`src/rtl/elev_pkg.sv`:
```
// Shared state encoding and call-mask helpers for the SCAN elevator controller.
package elev_pkg;

  localparam int STATE_W = 2;
  localparam int MASK_W  = 16;

  typedef enum logic [STATE_W-1:0] {
    IDLE    = 2'd0,
    MOVE_UP = 2'd1,
    MOVE_DN = 2'd2,
    DOOR    = 2'd3
  } state_t;

  // True when any call bit lies strictly above floor flr.
  function automatic logic any_above(input logic [MASK_W-1:0] mask, input logic [3:0] flr);
    logic [MASK_W-1:0] m;
    m = {MASK_W{1'b1}} << flr;
    m = m << 1;
    return |(mask & m);
  endfunction

  // True when any call bit lies strictly below floor flr.
  function automatic logic any_below(input logic [MASK_W-1:0] mask, input logic [3:0] flr);
    logic [MASK_W-1:0] m;
    m = ~({MASK_W{1'b1}} << flr);
    return |(mask & m);
  endfunction

endpackage

```
`src/rtl/elev_timer.sv`:
```
// Loadable down-counter used for both travel and door dwell; stops at zero.
module elev_timer #(
  parameter int W = 7
) (
  input  logic         clk,
  input  logic         rst_n,
  input  logic         i_load,
  input  logic [W-1:0] i_load_val,
  input  logic         i_hold,
  output logic         o_zero
);

  logic [W-1:0] r_count;

  always_ff @(posedge clk or negedge rst_n) begin
    if (!rst_n) begin
      r_count <= '0;
    end else if (i_load) begin
      r_count <= i_load_val;
    end else if (!i_hold && (r_count != '0)) begin
      r_count <= r_count - 1'b1;
    end
  end

  assign o_zero = (r_count == '0);

endmodule

```
`src/rtl/elevator_scan_ctrl.sv`:
```
// SCAN (collective) elevator controller for FLOORS floors.
// Optional door_hold input is enabled by defining ELEV_DOOR_HOLD_EN.
module elevator_scan_ctrl
  import elev_pkg::*;
#(
  parameter  int FLOORS  = 4,
  parameter  int MOVE_CY = 50,
  parameter  int DOOR_CY = 100,
  localparam int FLR_W   = $clog2(FLOORS)
) (
  input  logic              CLOCK_50,
  input  logic              RESET_N,
  input  logic [FLOORS-1:0] hall_req,
  input  logic [FLOORS-1:0] cab_req,
`ifdef ELEV_DOOR_HOLD_EN
  input  logic              door_hold,
`endif
  output logic [FLR_W-1:0]  floor,
  output logic              dir_up,
  output logic              moving,
  output logic              door_open,
  output logic [FLOORS-1:0] pending
);

  localparam int TMR_MAX = (MOVE_CY > DOOR_CY) ? MOVE_CY : DOOR_CY;
  localparam int TMR_W   = $clog2(TMR_MAX);
  localparam logic [TMR_W-1:0] MOVE_LOAD = TMR_W'(MOVE_CY - 1);
  localparam logic [TMR_W-1:0] DOOR_LOAD = TMR_W'(DOOR_CY - 1);
  localparam logic [FLR_W-1:0] TOP_FLR   = FLR_W'(FLOORS - 1);

  state_t            r_state, w_state_next;
  logic [FLR_W-1:0]  r_floor, w_floor_next, w_flr_step;
  logic              r_dir_up, w_dir_next;
  logic [FLOORS-1:0] r_pending, w_req, w_calls, w_served, w_here, w_adj;
  logic              w_above, w_below, w_at_end;
  logic              w_tmr_load, w_tmr_zero, w_tmr_hold;
  logic [TMR_W-1:0]  w_tmr_val;

  assign w_req      = hall_req | cab_req;
  assign w_calls    = r_pending | w_req;
  assign w_here     = FLOORS'(1) << r_floor;
  assign w_flr_step = (r_state == MOVE_UP) ? (r_floor + 1'b1) : (r_floor - 1'b1);
  assign w_adj      = FLOORS'(1) << w_flr_step;
  assign w_above    = any_above(MASK_W'(w_calls), 4'(r_floor));
  assign w_below    = any_below(MASK_W'(w_calls), 4'(r_floor));
  assign w_at_end   = (r_state == MOVE_UP) ? (r_floor == TOP_FLR) : (r_floor == '0);

`ifdef ELEV_DOOR_HOLD_EN
  assign w_tmr_hold = (r_state == DOOR) && door_hold;
`else
  assign w_tmr_hold = 1'b0;
`endif

  always_comb begin
    w_state_next = r_state;
    w_floor_next = r_floor;
    w_dir_next   = r_dir_up;
    w_served     = '0;
    w_tmr_load   = 1'b0;
    w_tmr_val    = MOVE_LOAD;
    case (r_state)
      IDLE: begin
        if (|(w_calls & w_here)) begin
          w_state_next = DOOR;
          w_served     = w_here;
          w_tmr_load   = 1'b1;
          w_tmr_val    = DOOR_LOAD;
        end else if (w_above) begin
          w_state_next = MOVE_UP;
          w_dir_next   = 1'b1;
          w_tmr_load   = 1'b1;
        end else if (w_below) begin
          w_state_next = MOVE_DN;
          w_dir_next   = 1'b0;
          w_tmr_load   = 1'b1;
        end
      end
      MOVE_UP, MOVE_DN: begin
        if (w_tmr_zero) begin
          // Travel always targets a latched call, so the end guard only keeps floor in range.
          if (w_at_end) begin
            w_state_next = IDLE;
          end else begin
            w_floor_next = w_flr_step;
            w_tmr_load   = 1'b1;
            if (|(w_calls & w_adj)) begin
              w_state_next = DOOR;
              w_served     = w_adj;
              w_tmr_val    = DOOR_LOAD;
            end
          end
        end
      end
      DOOR: begin
        w_served = w_here;
        if (|(w_req & w_here)) begin
          w_tmr_load = 1'b1;
          w_tmr_val  = DOOR_LOAD;
        end else if (w_tmr_zero && !w_tmr_hold) begin
          if (r_dir_up ? w_above : w_below) begin
            w_state_next = r_dir_up ? MOVE_UP : MOVE_DN;
            w_tmr_load   = 1'b1;
          end else if (r_dir_up ? w_below : w_above) begin
            w_state_next = r_dir_up ? MOVE_DN : MOVE_UP;
            w_dir_next   = ~r_dir_up;
            w_tmr_load   = 1'b1;
          end else begin
            w_state_next = IDLE;
          end
        end
      end
      default: w_state_next = IDLE;
    endcase
  end

  always_ff @(posedge CLOCK_50 or negedge RESET_N) begin
    if (!RESET_N) begin
      r_state   <= IDLE;
      r_floor   <= '0;
      r_dir_up  <= 1'b1;
      r_pending <= '0;
    end else begin
      r_state   <= w_state_next;
      r_floor   <= w_floor_next;
      r_dir_up  <= w_dir_next;
      r_pending <= w_calls & ~w_served;
    end
  end

  elev_timer #(.W(TMR_W)) u_timer (
    .clk        (CLOCK_50),
    .rst_n      (RESET_N),
    .i_load     (w_tmr_load),
    .i_load_val (w_tmr_val),
    .i_hold     (w_tmr_hold),
    .o_zero     (w_tmr_zero)
  );

  assign floor     = r_floor;
  assign dir_up    = r_dir_up;
  assign moving    = (r_state == MOVE_UP) || (r_state == MOVE_DN);
  assign door_open = (r_state == DOOR);
  assign pending   = r_pending;

endmodule

```
`config.mk`:
```
export PLATFORM = sky130hd
export DESIGN_NAME = elevator_scan_ctrl
export DESIGN_NICKNAME = d
export VERILOG_FILES = /design/src/rtl/elev_pkg.sv /design/src/rtl/elev_timer.sv /design/src/rtl/elevator_scan_ctrl.sv
export SDC_FILE = /design/constraint.sdc
export NUM_CORES = 1
export LEC_CHECK = 0
export ABC_CLOCK_PERIOD_IN_PS = 4600
export CORE_ASPECT_RATIO = 0.7
export CORE_MARGIN = 1
export CORE_UTILIZATION = 45
export DETAILED_ROUTE_END_ITERATION = 16
export GPL_TIMING_DRIVEN = 1
export HOLD_SLACK_MARGIN = 0.03
export PLACE_DENSITY = 0.71
export SETUP_SLACK_MARGIN = 0.2
export SYNTH_ARGS = -nofsm -noshare
export SYNTH_HDL_FRONTEND = slang
export SYNTH_SLANG_ARGS = --single-unit
```
`constraint.sdc`:
```
create_clock -name CLOCK_50 -period 4.6 [get_ports CLOCK_50]
set_clock_uncertainty 0.15 [all_clocks]
set_input_delay 0.46 -clock CLOCK_50 [delete_from_list [all_inputs] [get_ports CLOCK_50]]
set_output_delay 0.46 -clock CLOCK_50 [all_outputs]
set_load 0.02 [all_outputs]
```
==> results of run 1 <==
[worst max-delay path, delay by kind of cell, from the launching register on]
family                     cells  cell delay, ns
adders and majority gates      2            0.43
xor gates and xnor gates       1            0.13
buffers and inverters          3            0.26
muxes                          1            0.38
DFF                            1            0.40
AOI/OAI and AO/OA              4            0.92
[layout make-up]
class,instances,area [um2],share of cell area [%]
sequential,16,402,24.2
clock buffer,4,45.0,2.71
inverter,9,33.8,2.03
timing repair buffer,18,180,10.8
multi-input combinational,132,956,57.5
tap,36,45.0,2.71
[worst min path at each step]
| stage | from | to | slack [ns] | cells after the start |
|---|---|---|---|---|
| CTS | r_state[1] | r_state[1] | 0.41 | 1 |
| finish | r_state[1] | r_state[1] | 0.42 | 1 |
| global route | r_state[1] | r_state[1] | 0.43 | 1 |
| global placement | r_state[1] | r_state[1] | 0.38 | 1 |
| floorplan | RESET_N | floor[0] | 0.01 | 0 |
| detailed placement | r_state[1] | r_state[1] | 0.40 | 1 |
[flip-flops by register name, summed over array words and instances (netlist names)]
signal	cells
r_state	2
floor	2
dir_up	1
u_timer.r_count	7
pending	4
[per-stage QoR]
| step | hold WS (ns) | setup slack, ns | std cells |
|---|---|---|---|
| after floorplan | 0.0144 | 1.95 | 163 |
| after global placement | 0.376 | 1.69 | 211 |
| after detailed placement | 0.396 | 1.61 | 211 |
| after CTS | 0.412 | 1.85 | 215 |
| after global routing | 0.434 | 1.67 | 215 |
| final | 0.416 | 1.81 | 215 |
[power groups by stage]
| stage | logic, mW | registers (mW) | clock network (mW) |
|---|---|---|---|
| 6_report | 0.650 | 0.259 | 0.110 |
| 5_1_grt | 0.714 | 0.270 | 0.121 |
| 3_3_place_gp | 0.629 | 0.256 | 0 |
| 3_5_place_dp | 0.636 | 0.260 | 0 |
| 2_1_floorplan | 0.477 | 0.252 | 0 |
| 4_1_cts | 0.640 | 0.258 | 0.113 |
[kinds of logic after synthesis]
kind of cell | count (synthesis) | synth area share (%)
multiplexers | 5 | 5.71
AO/OA/AOI/OAI | 49 | 25.0
flip-flops | 16 | 28.2
adder cells (fa/ha/maj) | 10 | 8.79
buffers and inverters | 15 | 4.66
AND/OR/NAND/NOR | 61 | 23.4
XOR/XNOR | 7 | 4.31
[Yosys cell counts, types with 2 or more instances]
| cell | count |
|---|---|
| and3_1 | 3 |
| a31oi_1 | 3 |
| nor2_1 | 13 |
| a22oi_1 | 2 |
| a22o_1 | 3 |
| or3_1 | 3 |
| and4_1 | 2 |
| a21oi_1 | 8 |
| nand3b_1 | 2 |
| o21a_1 | 2 |
| clkbuf_1 | 3 |
| dfrtp_1 | 15 |
| inv_1 | 8 |
| o211ai_1 | 2 |
| mux4_2 | 2 |
| a221oi_1 | 4 |
| nor4_1 | 2 |
| and2_1 | 2 |
| nand3_1 | 5 |
| o21ai_0 | 13 |
| ha_1 | 10 |
| nand2_1 | 10 |
| xnor2_1 | 6 |
| o31ai_1 | 4 |
| nand2b_1 | 4 |
| nor3_1 | 7 |
[metal layers]
layer	vias up	global-route usage, %	part of all wire [%]
li1	644	-	-
met1	633	34.1	47
met2	65	34.5	43
met3	0	7.02	10
met4	0	3.06	0
met5	-	0	0
==> results.yml, run 1 <==
power_and_ir_drop:
  p_leak_nw: 0.638
  powerDensity_mw_per_mm2: 614
  finalPower_mw: 1.02
  p_seq_share_pct: 25.4
  swShare_pct: 45.0
  intPower_uw: 560
  p_comb_share_pct: 63.8
  ir_worst_vdd_uv: 375
  pwr-share-clk_pct: 10.8
  power.net_switching_uw: 459
floorplan:
  die_height_um: 49.1
  die_w_um: 69.2
  dieArea_mm2: 0.00340
  coreArea_mm2: 0.00290
  num_rows: 16
  ios: 19
  start_util_pct: 49.1
clocking:
  clock-sinks: 16
  clk_pin_slew_ns: 0.06
  cts_buffers: 3
  clock_path_buffers: 2
  clock_latency_ns: 0.25
  cts_max_level: 1
  post_cts_buffers: 0
  clockRootBuffer: "clkbuf_8"
  tritoncts: "built"
  post_cts_resized: 0
  holdBufCountCts: 0
global_routing:
  grt_pass1_wl_um: 6220
  grt_use_total_pct: 23.2
  antenna_found_initial: 0
  grt_pass1_vias: 1253
  grt_start_max_net_pins: 19
  overflow: 0
setup_path:
  critical-path-max-stage-delay_ns: 0.40
  crit_path_start: "r_state[1]"
  worst_setup_path_start_kind: "flip-flop"
  path_cells: "inv_1, ha_1, xnor2_1, inv_1, ha_1, inv_1, o2111ai_1, o31ai_1, a22o_1, a31oi_1, mux2_2"
  crit_top_cell: "inv_1"
  r2r_setup_slack_ns: 1.81
  cp-end-kind: "flip-flop"
  reg2reg_depth: 11
  rr_endpoint: "r_state[1]"
  critPathMaxFanout: 5
  crit-reg2reg-launch: "r_state[1]"
  crit_arrival_ns: 2.78
  crit_type: "reg -> reg"
  slowest_stage: "dfrtp_1"
  required_ns: 4.59
  critPathCapture: "r_state[1]"
routing:
  drc: 0
  num_vias: 1342
  avgViaCountPerCell: 6.24
  post_drt_wl_per_cell_um: 16.9
  first_pass_iters: 4
  drt_iter0_markers: 138
  ant_nets: 0
  routed_wl_um: 3640
place:
  hpwl_um: 2790
  gp_congestion: 0.985
  placed_cell_area_mm2: 0.00162
  io_buffers: 18
synthesis:
  ys_seq_elements: 16
  synth_edf_count: 0
  synth_area_leaders: "dfrtp_1, ha_1, o21ai_0"
  syn_nets: 183
  seq_area_frac_synth_pct: 28.2
  synth_top_area_share_pct: 26.4
  postSynthAreaPerCell_um2: 8.74
  yosysWarnings: 0
  synth_cells: 163
  netlist.top_cell.by_area: "dfrtp_1"
  synth_area_mm2: 0.00142
  ys_types: 51
  synth-async-reset-ratio_pct: 100
  synth_ff_type: "dfrtp_1"
timing:
  fmax_mhz: 358
  finalCritPeriodShare_pct: 60.7
  setup_viol: 0
  hold_viol_final: 0
  tightest_slew_ns: 0.766
  final_max_slew_viol_count: 0
  setup_tns_ns: 0
  rsz0062_at_grt: "false"
  period_minus_slack_ns: 2.79
  slew_headroom_pct: 48.5
layout:
  final_cell_mix: "clkdlybuf4s50_1, dfrtp_1, nor2_1, o21ai_0"
  layout-drive-gt1-share_pct: 8.94
  fin_util_pct: 57.2
  area_growth_pct: 16.7
  diodes: 0
  final_common_cell: "clkdlybuf4s50_1"
  fillCellCount: 246
  stdcell_area_mm2: 0.00166
  layout.nets: 200
outcome:
  status: "complete, no violations"
worst_hold_path:
  min_path_type: "reg -> reg"
flow_run:
  drv_cap: 0
No activity file was read; power rests on OpenSTA's default activity.
==> run 2, diff against run 1 <==
ABC_CLOCK_PERIOD_IN_PS = 2400   (was 4600)
PLACE_DENSITY = 0.74   (was 0.71)
clock period = 2.4 ns   (was 4.6 ns; I/O delays follow)
==> run 2 against run 1 <==
Against the previous run:
- the run now ends with negative setup slack left
- largest power group unchanged
- setup slack got worse by 1.8 ns
- highest routed layer is now met4
- count of clock-buffer cells in the layout did not move
- sequential power rose by 89%
- critical path type is now in -> reg
- via count rose by 22%
- total power rose to 2.6 times the previous value
- clock power rose by 140%
- die area did not move
- critical path depth fell by 3
- combinational power rose to 3.0 times the previous value
- register-to-register slack got worse by 1.8 ns
- final area rose by 32%
==> results.yml, run 2 (synthesized netlist as in run 1, its figures left out) <==
floorplan:
  dieArea_mm2: 0.00340
  num_rows: 16
  die_w_um: 69.2
  start_util_pct: 49.1
  die_height_um: 49.1
  ios: 19
  coreArea_mm2: 0.00290
routing:
  first_pass_iters: 5
  post_drt_wl_per_cell_um: 19.6
  routed_wl_um: 4990
  drt_iter0_markers: 109
  avgViaCountPerCell: 6.45
  num_vias: 1638
  ant_nets: 0
  drc: 0
clocking:
  holdBufCountCts: 0
  cts_buffers: 3
  clock-sinks: 16
  clock_latency_ns: 0.27
  clock_path_buffers: 2
  clockRootBuffer: "clkbuf_8"
  tritoncts: "built"
  cts_max_level: 1
  clk_pin_slew_ns: 0.08
timing:
  slew_headroom_pct: 66.3
  rsz0062_at_grt: "true"
  period_minus_slack_ns: 2.43
  final_max_slew_viol_count: 0
  setup_viol: 2
  finalWorstSetupSlack_ns: -0.0294
  tightest_slew_ns: 0.506
  finalCritPeriodShare_pct: 101
  fmax_mhz: 412
  hold_viol_final: 0
setup_path:
  timing.critical_path.buf_inv: 2
  path_cells: "clkdlybuf4s50_1, nor3_1, buf_4, o21ai_0, a21oi_1, o21ai_0, a21bo_2, mux2i_1"
  r2r_setup_slack_ns: -0.02
  slowest_stage: "clkdlybuf4s50_1"
  crit-reg2reg-launch: "floor[1]"
  worst_setup_path_start_kind: "input port"
  reg2reg_depth: 8
  crit_arrival_ns: 2.44
  crit_type: "in -> reg"
  critical-path-max-stage-delay_ns: 0.46
  rr_endpoint: "u_timer.r_count[6]"
  cp-end-kind: "flip-flop"
  critPathMaxFanout: 5
  cpLargestDelayFamily: "compound AO/OA/AOI/OAI gates"
  required_ns: 2.41
  crit_top_cell: "o21ai_0"
place:
  io_buffers: 18
  dp.cells: 242
  hpwl_um: 3210
  gp_congestion: 0.969
layout:
  diodes: 0
  largest_register_ffs: 7
  final_common_cell: "buf_4"
  layout-drive-gt1-share_pct: 40.4
  fillCellCount: 188
  area_growth_pct: 54.0
  layout.nets: 239
  top_register: "u_timer.r_count"
  final_cell_mix: "buf_4, clkdlybuf4s50_1, dfrtp_1"
  instances_no_fill: 254
global_routing:
  grt_start_max_net_pins: 17
  overflow: 0
  grt_pass1_wl_um: 7690
  antenna_found_initial: 0
  grt_pass1_vias: 1671
  grt_use_total_pct: 29.6
power_and_ir_drop:
  ir_worst_vdd_uv: 788
  p_leak_nw: 0.897
  powerDensity_mw_per_mm2: 1230
  finalPower_mw: 2.69
worst_hold_path:
  min_path_type: "in -> async"
outcome:
  violations: "negative setup slack"
  status: "finished, violations left"
flow_run:
  drv_cap: 0
[run 2: cell types whose count changed in the layout (fill, tap and decap cells not counted), sizes merged]
cell / previous run / this run
clkdlybuf4s50: 18 / 16
dlymetal6s2s: 0 / 2
buf: 0 / 39
[run 2: worst max path at each step]
stage	end	slack, ns	cells after the start	from
floorplan	u_timer.r_count[4]	0.03	7	u_timer.r_count[2]
global placement	r_state[1]	-0.13	11	r_state[1]
detailed placement	r_state[1]	-0.13	6	cab_req[1]
CTS	r_state[1]	0.03	10	r_state[0]
global route	u_timer.r_count[6]	-0.09	13	r_state[1]
finish	r_state[0]	-0.03	8	cab_req[3]
[run 2: what timing repair did]
item | CTS | global route
pin swaps | 9 | 8
endpoints found under the setup margin | 15 | 16
gates resized for setup | 26 | 17
setup buffers | 6 | 2
[run 2: power by group]
group,switching (mW),leakage [nW],internal [mW],total [mW]
clock,0.121,0.0288,0.147,0.268
combinational,0.963,0.690,0.972,1.94
sequential,0.117,0.179,0.372,0.489
[run 2: worst reg2reg max path: stages, from the launching register on]
cell	delay, ns
dfrtp_2	0.44
buf_4	0.19
inv_4	0.10
mux4_2	0.54
o21ba_4	0.23
buf_4	0.15
a21oi_2	0.14
a21oi_1	0.06
a311oi_1	0.30
[run 2: routing by layer]
layer  part of all wire (%)  global-route usage (%)  vias up
met5                      0                       0        -
met4                    4.1                    14.6        0
met3                     12                    11.6       29
met2                     46                    46.9      116
met1                     38                    35.1      771
li1                       -                       -      722
[run 2: metrics by stage]
step / TNS (ns) / area [um2] / worst slack (ns) / utilization (%) / hold slack (ns)
after CTS: 0 / 2110 / 0.0331 / 72.7 / 0.171
after global routing: -0.305 / 2190 / -0.0933 / 75.6 / 0.166
after global placement: -0.423 / 1880 / -0.129 / 64.7 / 0.385
final: -0.0494 / 2190 / -0.0294 / 75.6 / 0.155
after detailed placement: -0.725 / 1880 / -0.132 / 64.7 / 0.407
after floorplan: 0 / 1470 / 0.0257 / - / -0.206
[run 2: cell type report]
type                            instances  area [um2]  share of cell area, %
Multi-Input combinational cell        132        1160                   53.1
Tap cell                               36        45.0                   2.05
Inverter                                9        36.3                   1.65
Clock buffer                            4        55.1                   2.51
Timing Repair Buffer                   57         489                   22.3
Sequential cell                        16         404                   18.4
